### config.mk
export PLATFORM = sky130hd
export DESIGN_NAME = adc_sar_fsm_flat
export DESIGN_NICKNAME = d
export VERILOG_FILES = /design/src/rtl/adc_sar_fsm_if.sv /design/src/rtl/adc_sar_fsm.sv /design/src/flat_wrapper.sv
export SDC_FILE = /design/constraint.sdc
export NUM_CORES = 1
export LEC_CHECK = 0
export ABC_CLOCK_PERIOD_IN_PS = 1760
export BUFFER_PORTS_ARGS = -buffer_cell sky130_fd_sc_hd__buf_4
export CAP_MARGIN = 20
export CORE_MARGIN = 2
export CORE_UTILIZATION = 45
export DETAILED_ROUTE_END_ITERATION = 8
export PLACE_DENSITY = 0.77
export SYNTH_ARGS = -nofsm -noshare
export SYNTH_HDL_FRONTEND = slang
export SYNTH_SLANG_ARGS = --single-unit
### constraint.sdc
create_clock -name clk -period 1.76 [get_ports clk]
set_input_delay 0.088 -clock clk [delete_from_list [all_inputs] [get_ports clk]]
set_output_delay 0.088 -clock clk [all_outputs]
set_load 0.05 [all_outputs]
### src/rtl/adc_sar_fsm_if.sv
// Sample interface of the SAR converter: enable/comparator inputs toward the FSM,
// DAC trial code, conversion result and strobe out of it.
// master = SAR FSM side, slave = analog front end / downstream consumer side.
interface adc_sar_fsm_if #(
    parameter int RESOLUTION = 12
);
    logic                  enable_in;
    logic                  comparator_in;
    logic                  sample_out;
    logic [RESOLUTION-1:0] dac_code_out;
    logic [RESOLUTION-1:0] data_out;
    logic                  data_valid_strobe_out;
    logic                  busy_out;

    modport master (
        input  enable_in,
        input  comparator_in,
        output sample_out,
        output dac_code_out,
        output data_out,
        output data_valid_strobe_out,
        output busy_out
    );

    modport slave (
        output enable_in,
        output comparator_in,
        input  sample_out,
        input  dac_code_out,
        input  data_out,
        input  data_valid_strobe_out,
        input  busy_out
    );
endinterface

### src/rtl/adc_sar_fsm.sv
// Successive-approximation control FSM: sample phase, then MSB-first binary search
// on the capacitive DAC code, then a one-cycle DONE that launches a registered strobe.
// Optional macro ADC_SAR_CMP_SYNC_EN: comparator goes through a capture flop and
// each bit takes two cycles (SET drives the trial code, EVAL decides from cmp_q).
//
// state   | meaning
// --------+-----------------------------------------------------------
// IDLE    | waiting for enable_in; switch open, DAC code 0
// SAMPLE  | sampling switch closed for SAMPLE_CYCLES cycles
// CONVERT | one bit decision per step, MSB first
// DONE    | result published on data_out; strobe rises on exit
module adc_sar_fsm #(
    parameter int RESOLUTION    = 12,
    parameter int SAMPLE_CYCLES = 2
) (
    input  logic          clk,
    input  logic          rst_n,
    adc_sar_fsm_if.master sar
);
    typedef enum logic [1:0] {IDLE, SAMPLE, CONVERT, DONE} state_t;

    localparam int IDX_W = $clog2(RESOLUTION);
    localparam int CNT_W = $clog2(SAMPLE_CYCLES + 1);
    localparam logic [IDX_W-1:0] IDX_MSB  = IDX_W'(RESOLUTION - 1);
    localparam logic [CNT_W-1:0] CNT_LOAD = CNT_W'(SAMPLE_CYCLES - 1);

    state_t                state, state_nxt;
    logic [CNT_W-1:0]      sample_cnt;
    logic [IDX_W-1:0]      bit_idx;
    logic [RESOLUTION-1:0] result;
    logic [RESOLUTION-1:0] data_q;
    logic                  strobe_q;
    logic [RESOLUTION-1:0] trial_bit;
    logic [RESOLUTION-1:0] decided;
    logic                  cmp_bit;
    logic                  bit_step;

`ifdef ADC_SAR_CMP_SYNC_EN
    logic cmp_q;
    logic eval_phase;

    // Capture comparator and alternate SET/EVAL phases while converting.
    always_ff @(posedge clk or negedge rst_n) begin
        if (!rst_n) begin
            cmp_q      <= 1'b0;
            eval_phase <= 1'b0;
        end else begin
            cmp_q      <= sar.comparator_in;
            eval_phase <= (state == CONVERT) ? ~eval_phase : 1'b0;
        end
    end

    assign cmp_bit  = cmp_q;
    assign bit_step = eval_phase;
`else
    assign cmp_bit  = sar.comparator_in;
    assign bit_step = 1'b1;
`endif

    assign trial_bit = {{(RESOLUTION-1){1'b0}}, 1'b1} << bit_idx;
    assign decided   = cmp_bit ? (result | trial_bit) : (result & ~trial_bit);

    // State register.
    always_ff @(posedge clk or negedge rst_n) begin
        if (!rst_n) state <= IDLE;
        else        state <= state_nxt;
    end

    // Next-state logic.
    always_comb begin
        state_nxt = state;
        case (state)
            IDLE:    if (sar.enable_in) state_nxt = SAMPLE;
            SAMPLE:  if (sample_cnt == '0) state_nxt = CONVERT;
            CONVERT: if (bit_step && (bit_idx == '0)) state_nxt = DONE;
            DONE:    state_nxt = sar.enable_in ? SAMPLE : IDLE;
            default: state_nxt = IDLE;
        endcase
    end

    // Sample timer, successive-approximation register, result and strobe.
    always_ff @(posedge clk or negedge rst_n) begin
        if (!rst_n) begin
            sample_cnt <= CNT_LOAD;
            bit_idx    <= IDX_MSB;
            result     <= '0;
            data_q     <= '0;
            strobe_q   <= 1'b0;
        end else begin
            strobe_q <= (state == DONE);
            if (state != SAMPLE)
                sample_cnt <= CNT_LOAD;
            else if (sample_cnt != '0)
                sample_cnt <= sample_cnt - CNT_W'(1);
            if ((state == SAMPLE) && (sample_cnt == '0)) begin
                result  <= '0;
                bit_idx <= IDX_MSB;
            end else if ((state == CONVERT) && bit_step) begin
                result <= decided;
                if (bit_idx == '0) data_q  <= decided;
                else               bit_idx <= bit_idx - IDX_W'(1);
            end
        end
    end

    // DAC code: trial during conversion, final result held through DONE.
    always_comb begin
        sar.dac_code_out = '0;
        case (state)
            CONVERT: sar.dac_code_out = result | trial_bit;
            DONE:    sar.dac_code_out = result;
            default: sar.dac_code_out = '0;
        endcase
    end

    assign sar.sample_out            = (state == SAMPLE);
    assign sar.busy_out              = (state != IDLE);
    assign sar.data_out              = data_q;
    assign sar.data_valid_strobe_out = strobe_q;
endmodule
### src/flat_wrapper.sv
// flat-port wrapper written by rule: the top's interface ports become plain ports
module adc_sar_fsm_flat 
#(
    parameter int RESOLUTION    = 12,
    parameter int SAMPLE_CYCLES = 2
)
  (clk, rst_n, sar_enable_in, sar_comparator_in, sar_sample_out, sar_dac_code_out, sar_data_out, sar_data_valid_strobe_out, sar_busy_out);
  adc_sar_fsm_if #(.RESOLUTION(RESOLUTION)) sar_i ();
  input  logic clk;
  input  logic rst_n;
  input wire logic [$bits(sar_i.enable_in)-1:0] sar_enable_in;
  input wire logic [$bits(sar_i.comparator_in)-1:0] sar_comparator_in;
  output wire logic [$bits(sar_i.sample_out)-1:0] sar_sample_out;
  output wire logic [$bits(sar_i.dac_code_out)-1:0] sar_dac_code_out;
  output wire logic [$bits(sar_i.data_out)-1:0] sar_data_out;
  output wire logic [$bits(sar_i.data_valid_strobe_out)-1:0] sar_data_valid_strobe_out;
  output wire logic [$bits(sar_i.busy_out)-1:0] sar_busy_out;
  assign sar_i.enable_in = sar_enable_in;
  assign sar_i.comparator_in = sar_comparator_in;
  assign sar_sample_out = sar_i.sample_out;
  assign sar_dac_code_out = sar_i.dac_code_out;
  assign sar_data_out = sar_i.data_out;
  assign sar_data_valid_strobe_out = sar_i.data_valid_strobe_out;
  assign sar_busy_out = sar_i.busy_out;
  adc_sar_fsm #(.RESOLUTION(RESOLUTION), .SAMPLE_CYCLES(SAMPLE_CYCLES)) u_core (.clk(clk), .rst_n(rst_n), .sar(sar_i));
endmodule
==> results.toml, run 1 <==
[synth]
synth_xor_area_share_pct = 0.432
yosysSeqAreaShare_pct = 41.0
synthesis.area_um2 = 2030
synth-simple-area-share_pct = 16.2
ys_warn_count = 0
synth_nets = 224
synth-seq-cells = 33
netlist_instances = 209
synth_compound_area_share_pct = 15.5
synth_top_family_by_area = "simple AND/OR/NAND/NOR gates"
synthAdderAreaFrac_pct = 6.79
syn_area_per_cell_um2 = 9.70
synth_cell_types = 34
synthMuxAreaShare_pct = 14.3

[setup_path]
crit_slowest_cell = "dfstp_2"
path_cells = "buf_12 > ha_4 > nor3b_4 > mux2_2 > mux2_2"
r2r_slack_ns = -0.08
worstPathMaxFanout = 5
start_kind = "flip-flop"
crit_required_ns = 1.94
cp_top_family = "multiplexers"
critPathKind = "reg2reg"
end_kind = "flip-flop"
arrival_ns = 2.02
max_stage_delay_ns = 0.61
path_buf_inv = 1
path_common_cell = "mux2_2"

[power_and_ir_drop]
pwr-share-clk_pct = 14.2
power_frac_seq_pct = 23.3
p_sw_share_pct = 45.7
p_sw_w = 0.00277
combPwrFrac_pct = 62.5
powerDensity_nw_per_um2 = 2100
internal_power_w = 0.00329
power_w = 0.00606
p_leak_nw = 1.32
irDropWorstVdd_mv = 0.980

[clock_network]
path_clk_slew_ns = 0.07
cts_tree = "done"
cts_made_buffers = 5
clock_latency_ns = 0.29
cts-root-buf = "clkbuf_8"
htreeDepth = 2
clock-sinks = 33
clockBufferDepth = 2

[timing]
timing.fmax_mhz = 544
clock-skew-final_ns = 0.00652
rsz0062_at_grt = "true"
max_slew_margin_pct = 70.4
maxSlewViolCount = 0
setup_tns_ns = -0.377
setup_viol = 10
period_share_pct = 105
period_minus_slack_ns = 1.84
timing_hold_violations_final = 0
fin_ws_ns = -0.0794
tightest_slew_ns = 0.445

[placed_design]
port_buffers = 30
dp.cells = 300
dp_hpwl_um = 3290
place_congestion = 0.827

[global_routing]
grt_start_max_net_pins = 35
grt_use_total_pct = 21.9
antenna_found_initial = 0
grt_pass1_wl_um = 8610
grt-ovfl-total = 0
grt_pass1_vias = 1817

[floorplanning]
core_um2 = 4350
dieHeight_um = 71.1
dieArea_um2 = 5060
row_count = 24
die_w_um = 71.1
io_pins = 31
initial_core_util_pct = 46.6

[final_layout]
diodes = 0
final_cells = 318
area_delta_synth_final_pct = 42.3
drive_above_1_share_pct = 48.9
nets = 280

[min_path]
worstHoldPathType = "in2reg"

[run]
cap_viol_max_count = 0

[detailed_routing]
drt-total-wl_um = 5100
via_per_inst = 5.69
vias = 1810
wl_per_cell_um = 16.1
drt_iter0_drc = 106
drc = 0
ant_nets = 0
drtPass1Iterations = 4

[outcome]
violations = "negative setup slack"
run_status = "complete, but fails checks"
## flip-flops by register name, indices dropped and copies added (netlist names)
signal and flops:
u_core.state 2, u_core.sar.data_valid_strobe_out 1, u_core.result 12, u_core.bit_idx 4, u_core.sample_cnt 2, u_core.sar.data_out 12
## cells in the mapped netlist (all sizes together)
master   instances  area (µm²)
dfrtp           29         726
a21oi           27         135
mux2            23         259
o21ai           17        85.1
inv             15        56.3
nand2           13        48.8
clkbuf          11        41.3
ha              11         138
nand4            9        56.3
nor2             8        30.0
nand3b           7        52.6
buf              4        22.5
dfstp            4         105
nor2b            4        25.0
a211oi           3        35.0
and3             3        18.8
mux2i            3        30.0
nor3b            3        22.5
and2             2        12.5
nand2b           2        12.5
nand4b           2        17.5
a2111oi          1        27.5
a2bb2oi          1        15.0
a31oi            1        6.26
a41o             1        10.0
nand4bb          1        11.3
nor3             1        5.00
or2              1        6.26
or3b             1        8.76
xor2             1        8.76
## power by group through the flow
stage | Sequential (W) | Clock [W] | Combinational, W
detailed placement | 0.00142 | 0 | 0.00324
floorplan | 0.00180 | 0 | 0.00188
finish | 0.00141 | 0.000861 | 0.00379
CTS | 0.00139 | 0.000872 | 0.00364
global route | 0.00145 | 0.000907 | 0.00405
global placement | 0.00140 | 0 | 0.00316
## path summary, 6_finish.rpt
path                                         from  cells after the start                      to
min                                 sar_enable_in                      3         u_core.state[0]
min in group asynchronous                   rst_n                      2        u_core.result[0]
max in group asynchronous                   rst_n                      2       u_core.bit_idx[3]
max reg2reg                     u_core.bit_idx[1]                      5  u_core.sar.data_out[2]
min reg2reg                u_core.sar.data_out[0]                      1  u_core.sar.data_out[0]
max                             u_core.bit_idx[1]                      5  u_core.sar.data_out[2]
## layout make-up
type	count	area [µm²]
inverter	15	61.3
multi-input combinational	146	1240
sequential	33	832
clock inverter	3	65.1
clock buffer	5	68.8
fill	326	1470
timing repair buffer	64	557
tap	52	65.1
## worst register-to-register path, stage by stage, from the launching register on
cell and delay, ns:
dfstp_2 0.61, buf_12 0.12, ha_4 0.15, nor3b_4 0.22, mux2_2 0.37, mux2_2 0.26
## logic make-up (layout without fill, tap and decap cells)
| logic type | count (synthesis) | count (layout) |
|---|---|---|
| compound gates | 51 | 51 |
| fa+ha+maj | 11 | 11 |
| buf+inv | 30 | 87 |
| mux | 26 | 26 |
| xor+xnor | 1 | 1 |
| simple gates | 57 | 57 |
| flops | 33 | 33 |
## cells in the final DEF, fill, tap and decap left out, types with 5 or more instances in the layout
master and instances:
buf_4 49, dfrtp_1 28, a21oi_1 20, mux2_2 20, o21ai_0 13, inv_1 12, nand2_1 12, buf_6 11
nand4_1 9, nand3b_1 7, a21oi_2 6, nor2_1 6, ha_4 5, clkbuf_8 5
## stage by stage
| stage | hold WS, ns | cell area, µm² | util, % | setup slack, ns |
|---|---|---|---|---|
| detailed placement | 0.0637 | 2490 | 57.1 | -0.127 |
| finish | 0.120 | 2890 | 66.3 | -0.0794 |
| CTS | 0.118 | 2820 | 64.8 | -0.0589 |
| floorplan | -0.208 | 2090 | - | -0.0896 |
| global placement | 0.0592 | 2490 | 57.1 | -0.0347 |
| global route | 0.138 | 2890 | 66.3 | -0.132 |
## layer usage
metal / wire length, µm / up-vias / global-route usage (%)
met3: 252 / 10 / 5.56
met2: 2530 / 53 / 35.6
met5: 0 / - / 0
met4: 82 / 0 / 7.55
li1: - / 852 / -
met1: 2240 / 895 / 28.6
## repair_timing
| action | 4_1_cts | 5_1_grt |
|---|---|---|
| endpoints found under the setup margin | 25 | 27 |
| hold buffers | 1 | 0 |
| setup buffers | 9 | 2 |
| pin swaps | 7 | 8 |
| hold endpoints to repair | 29 | 0 |
| gates resized for setup | 33 | 11 |
Power figures use the tool's default switching activity.
==> run 2: changes to the inputs <==
--- a/config.mk
+++ b/config.mk
@@ -5,6 +5,7 @@
 export SDC_FILE = /design/constraint.sdc
 export NUM_CORES = 1
 export LEC_CHECK = 0
+export ABC_AREA = 1
 export ABC_CLOCK_PERIOD_IN_PS = 1760
 export BUFFER_PORTS_ARGS = -buffer_cell sky130_fd_sc_hd__buf_4
 export CAP_MARGIN = 20
==> run 2 against run 1 <==
Against the previous run: core utilization is 5.9 points lower; clock-buffer cell count rose by 2; the flow still finishes with violations (negative setup slack); sequential power about the same; worst hold slack improved by 0.021 ns; largest cell class unchanged; power down 7.8%; largest power group unchanged; combinational power is 5.3% lower; routed wire length down 4.3%.
==> results.toml, run 2 <==
[final_layout]
nets = 328
regArea_um2 = 832
drive_above_1_share_pct = 30.4
area_delta_synth_final_pct = 30.9
final_cell_mix = "92 x nand2_1, 46 x buf_4, 28 x dfrtp_1, 24 x inv_1, 23 x o21ai_0"
multiInputGateArea_um2 = 1110
diodes = 0
fillerInstances = 368
final_common_cell = "nand2_1"

[setup_path]
arrival_ns = 1.70
start_kind = "flip-flop"
end_kind = "primary output"
critPathKind = "reg2out"
crit_required_ns = 1.67
worstPathMaxFanout = 6

[clock_network]
cts-root-buf = "clkbuf_8"
clock-sinks = 33
clockBufferDepth = 2
cts_tree = "done"
cts_made_buffers = 5
path_clk_slew_ns = 0.07
clock_latency_ns = 0.29
htreeDepth = 2

[timing]
setup_tns_ns = -0.0781
whs_ns = 0.141
maxSlewViolCount = 0
setup_viol = 7
max_slew_margin_pct = 71.0
period_minus_slack_ns = 1.79
period_share_pct = 102
timing.fmax_mhz = 559
timing_hold_violations_final = 0
rsz0062_at_grt = "true"
clock-skew-final_ns = 0.00446
tightest_slew_ns = 0.435
fin_ws_ns = -0.0281

[synth]
netlist_instances = 267
ys_warn_count = 0
synth_top_area_cell = "dfrtp_1"
synth.area.top_cells = "dfrtp_1 36%, nand2_1 19%, ha_1 6.9%, o21ai_0 6.8%, dfstp_2 5.3%"
synth_nets = 282
synthesis.area_um2 = 1990
synth_most_common_cell = "nand2_1"
ys.flop_type = "dfrtp_1"
synth-seq-cells = 33
syn_area_per_cell_um2 = 7.47
synthTopCellsByCount = "100 x nand2_1, 29 x dfrtp_1, 27 x inv_1, 27 x o21ai_0, 21 x nand3_1"
synth.top_cell.area_share_pct = 36.4
synth_cell_types = 24
ys_async_sr_fraction_pct = 100
yosysSeqAreaShare_pct = 41.7
synth_edf_count = 0

[run]
cap_viol_max_count = 0

[outcome]
run_status = "complete, but fails checks"
violations = "negative setup slack"

[placed_design]
port_buffers = 30
dp_hpwl_um = 3060
place_congestion = 0.824

[floorplanning]
io_pins = 31
row_count = 24
initial_core_util_pct = 46.1
die_w_um = 70.6
core_um2 = 4320
dieHeight_um = 70.6
dieArea_um2 = 4980

[global_routing]
grt-ovfl-total = 0
antenna_found_initial = 0
grt_start_max_net_pins = 34
grt_pass1_wl_um = 7850
grt_pass1_vias = 1734
grt_use_total_pct = 19.9

[detailed_routing]
via_per_inst = 5.05
drtPass1Iterations = 4
wl_per_cell_um = 13.4
drt-total-wl_um = 4880
vias = 1843
ant_nets = 0
drt_iter0_drc = 91
drc = 0

[power_and_ir_drop]
p_leak_nw = 1.29
irDropWorstVdd_mv = 1.02
powerDensity_nw_per_um2 = 2140

[min_path]
worstHoldPathType = "in2reg"
run 2: power by group:
part	total, W	switching, W	internal, W
clock network	0.000594	0.000283	0.000310
logic	0.00359	0.00238	0.00122
registers	0.00140	0.000283	0.00112
total	0.00558	0.00294	0.00264
run 2: worst paths after layout:
check	cells past startpoint	end	slack, ns	from
worst max-delay path	7	sar_dac_code_out[10]	-0.03	u_core.bit_idx[0]
min in group asynchronous	2	u_core.sar.data_out[4]	0.28	rst_n
max in group asynchronous	2	u_core.sample_cnt[0]	1.14	rst_n
worst max register to register	8	u_core.result[2]	0.12	u_core.state[1]
worst min-delay path	3	u_core.result[7]	0.14	sar_comparator_in
worst min register to register	2	u_core.sar.data_out[5]	0.48	u_core.sar.data_out[5]
run 2: final cells by class:
cell class | count | area share, %
Sequential cell | 33 | 31.9
Tap cell | 52 | 2.49
Clock buffer | 7 | 3.31
Inverter | 31 | 4.89
Timing Repair Buffer | 50 | 14.9
Multi-Input combinational cell | 192 | 42.5
run 2: metrics by stage:
step | util (%) | setup slack, ns | cell area, µm² | cells | total power (W)
after floorplan | - | -0.225 | 1990 | 267 | 0.00370
after global placement | 51.6 | 0.145 | 2230 | 342 | 0.00437
after detailed placement | 51.6 | 0.112 | 2230 | 342 | 0.00442
after CTS | 57.6 | -0.0289 | 2490 | 356 | 0.00535
after global routing | 60.4 | -0.104 | 2610 | 365 | 0.00599
final | 60.4 | -0.0281 | 2610 | 365 | 0.00558
run 2: cell families after synthesis:
kind of cell               count (synthesis)  share of synthesized area, %
buffers and inverters                     42                          10.2
adders and majority gates                 11                          6.90
and+or+nand+nor                          141                          31.0
AOI/OAI and AO/OA                         39                          9.85
DFF                                       33                          41.7
xor gates and xnor gates                   1                         0.439
run 2: worst max-delay path, cell delays in order (launching register included):
cell and delay, ns:
dfstp_2 0.63, inv_4 0.08, ha_4 0.19, nand3_4 0.10, nand2_2 0.06, nand2_1 0.05
o21ai_0 0.08, buf_4 0.21
run 2: timing repair:
action	in CTS	in global routing
gates cloned	0	0
hold buffers	1	0
endpoints found under the setup margin	12	24
endpoints found under the hold margin	29	0
setup buffers	6	9
pin swaps	6	8
gates resized for setup	27	16
run 2: per-layer routing:
metal,global-route usage [%],wire (µm),up-vias
met1,24.7,2040,855
met3,4.84,252,3
met5,0,0,-
li1,-,-,937
met2,33.8,2540,48
met4,7.34,44,0
==> run 3: changes to the inputs <==
--- a/config.mk
+++ b/config.mk
@@ -13,6 +13,7 @@
 export CORE_UTILIZATION = 45
 export DETAILED_ROUTE_END_ITERATION = 8
 export PLACE_DENSITY = 0.77
+export SETUP_SLACK_MARGIN = 0.15
 export SYNTH_ARGS = -nofsm -noshare
 export SYNTH_HDL_FRONTEND = slang
 export SYNTH_SLANG_ARGS = --single-unit
==> run 3 against run 2 <==
Against the previous run: the flow now finishes without violations; non-clock buffer count up 15; critical path depth unchanged; fmax up 2.7%; clock-buffer cell count up 1; highest routed layer unchanged.
==> results.toml, run 3 (same netlist as run 2, synthesis figures left out) <==
[outcome]
run_status = "finished, final reports clean"

[final_layout]
area_delta_synth_final_pct = 45.8
drive_above_1_share_pct = 42.7
diodes = 0
final_cell_mix = "79 x nand2_1, 48 x buf_4, 27 x dfrtp_1, 22 x inv_1, 22 x nand2_2"
final_cells = 382
nets = 344
fillerInstances = 334
final_common_cell = "nand2_1"

[detailed_routing]
via_per_inst = 5.36
drt-total-wl_um = 5910
drt_iter0_drc = 143
ant_nets = 0
wl_per_cell_um = 15.5
vias = 2049
drc = 0
drtPass1Iterations = 4

[floorplanning]
io_pins = 31
initial_core_util_pct = 46.1
core_um2 = 4320
dieArea_um2 = 4980
row_count = 24
die_w_um = 70.6
dieHeight_um = 70.6

[power_and_ir_drop]
internal_power_w = 0.00295
irDropWorstVdd_mv = 1.39
power_frac_seq_pct = 22.5
combPwrFrac_pct = 68.4
powerDensity_nw_per_um2 = 2150
p_leak_nw = 1.40
pwr-share-clk_pct = 9.1
p_sw_share_pct = 53.0
p_sw_w = 0.00332

[setup_path]
crit_required_ns = 1.67
path_cells = "inv_4 > ha_4 > nand3_4 > nand2_4 > nand2_2 > o21ai_2 > buf_6"
end_kind = "primary output"
worstPathMaxFanout = 4
path_buf_inv = 2
critPathKind = "reg2out"
max_stage_delay_ns = 0.63
arrival_ns = 1.65
crit_slowest_cell = "dfstp_2"
cp_top_family = "flip-flops"
start_kind = "flip-flop"

[clock_network]
clock_latency_ns = 0.29
clockBufferDepth = 2
cts_tree = "done"
cts-root-buf = "clkbuf_8"
path_clk_slew_ns = 0.07
htreeDepth = 2
clock-sinks = 33
cts_made_buffers = 5

[timing]
max_slew_margin_pct = 70.5
maxSlewViolCount = 0
rsz0062_at_grt = "true"
setup_viol = 0
timing_hold_violations_final = 0
clock-skew-final_ns = 0.00455
timing.fmax_mhz = 574
period_minus_slack_ns = 1.74
period_share_pct = 98.9
tightest_slew_ns = 0.443
whs_ns = 0.150

[run]
cap_viol_max_count = 0

[placed_design]
dp_hpwl_um = 3090
port_buffers = 30
dp.cells = 341
place_congestion = 0.804

[global_routing]
grt_start_max_net_pins = 34
grt-ovfl-total = 0
antenna_found_initial = 0
grt_use_total_pct = 24.0
grt_pass1_vias = 2073
grt_pass1_wl_um = 9450

[min_path]
worstHoldPathType = "in2reg"
## run 3: cell types whose count changed in the layout (fill, tap and decap cells not counted), moves of 3 or more
cell	before	now
o21ai_0	23	14
nand2_1	92	79
inv_4	3	6
nand2_2	10	22
o21ai_2	0	12
buf_6	3	15
o21ai_1	14	11
## run 3: final timing paths
path	startpoint	endpoint	slack [ns]	cells after the start
setup / recovery	u_core.bit_idx[0]	sar_dac_code_out[10]	0.02	7
setup reg to reg	u_core.bit_idx[0]	u_core.sar.data_out[11]	0.05	9
min in group asynchronous	rst_n	u_core.sar.data_out[7]	0.28	2
hold reg to reg	u_core.sar.data_out[7]	u_core.sar.data_out[7]	0.49	2
max in group asynchronous	rst_n	u_core.bit_idx[0]	1.13	2
hold / removal	sar_comparator_in	u_core.result[5]	0.15	3
## run 3: area by class of cell
type	instances	area [µm²]	share of cell area, %
multi-input cells	192	1220	42.1
flip-flops and latches	33	833	28.7
repair buffers	65	559	19.2
inverters	31	139	4.78
clock buffers	8	80.1	2.75
well taps	52	65.1	2.24
repair inverters	1	7.51	0.258
## run 3: worst register-to-register path: stages (launching register included)
cell and delay [ns]:
dfstp_2 0.63, ha_4 0.23, nand3_4 0.10, buf_4 0.14
buf_4 0.13, buf_4 0.14, nand2_1 0.05, o21ai_1 0.06
nand2_1 0.08, nand2_1 0.04
## run 3: stage by stage
step                      cell area [µm²]  util, %  TNS (ns)  setup slack [ns]  power [W]
after floorplan                      2030        -    -0.264           -0.0537    0.00378
after global placement               2260     52.2         0            0.0669    0.00445
after detailed placement             2260     52.2         0            0.0449    0.00451
after CTS                            2780     64.3         0            0.0518    0.00587
after global routing                 2910     67.2   -0.0645           -0.0228    0.00664
final                                2910     67.2         0            0.0191    0.00626
## run 3: timing repair
| item | CTS | global route |
|---|---|---|
| endpoints found under the hold margin | 29 | 0 |
| hold buffers | 1 | 0 |
| cloned | 0 | 1 |
| buffers inserted | 24 | 7 |
| pin swaps | 10 | 11 |
| endpoints found under the setup margin | 30 | 38 |
| resized for setup | 59 | 24 |
## run 3: routing by layer
metal  share of wire, %  vias up  wire (µm)  global-route usage, %
li1                   -      968          -                      -
met1                 39      987       2330                   28.3
met2                 51       72       2990                   40.4
met3                6.3       22        371                   5.84
met4                3.6        0        212                   13.2
met5                  0        -          0                      0
## run 3: power groups by stage
| stage | Sequential, W | Combinational [W] | Clock (W) |
|---|---|---|---|
| 6_report | 0.00141 | 0.00428 | 0.000570 |
| 5_1_grt | 0.00144 | 0.00459 | 0.000613 |
| 4_1_cts | 0.00139 | 0.00390 | 0.000574 |
| 3_5_place_dp | 0.00135 | 0.00315 | 0 |
| 3_3_place_gp | 0.00135 | 0.00310 | 0 |
| 2_1_floorplan | 0.00176 | 0.00202 | 0 |
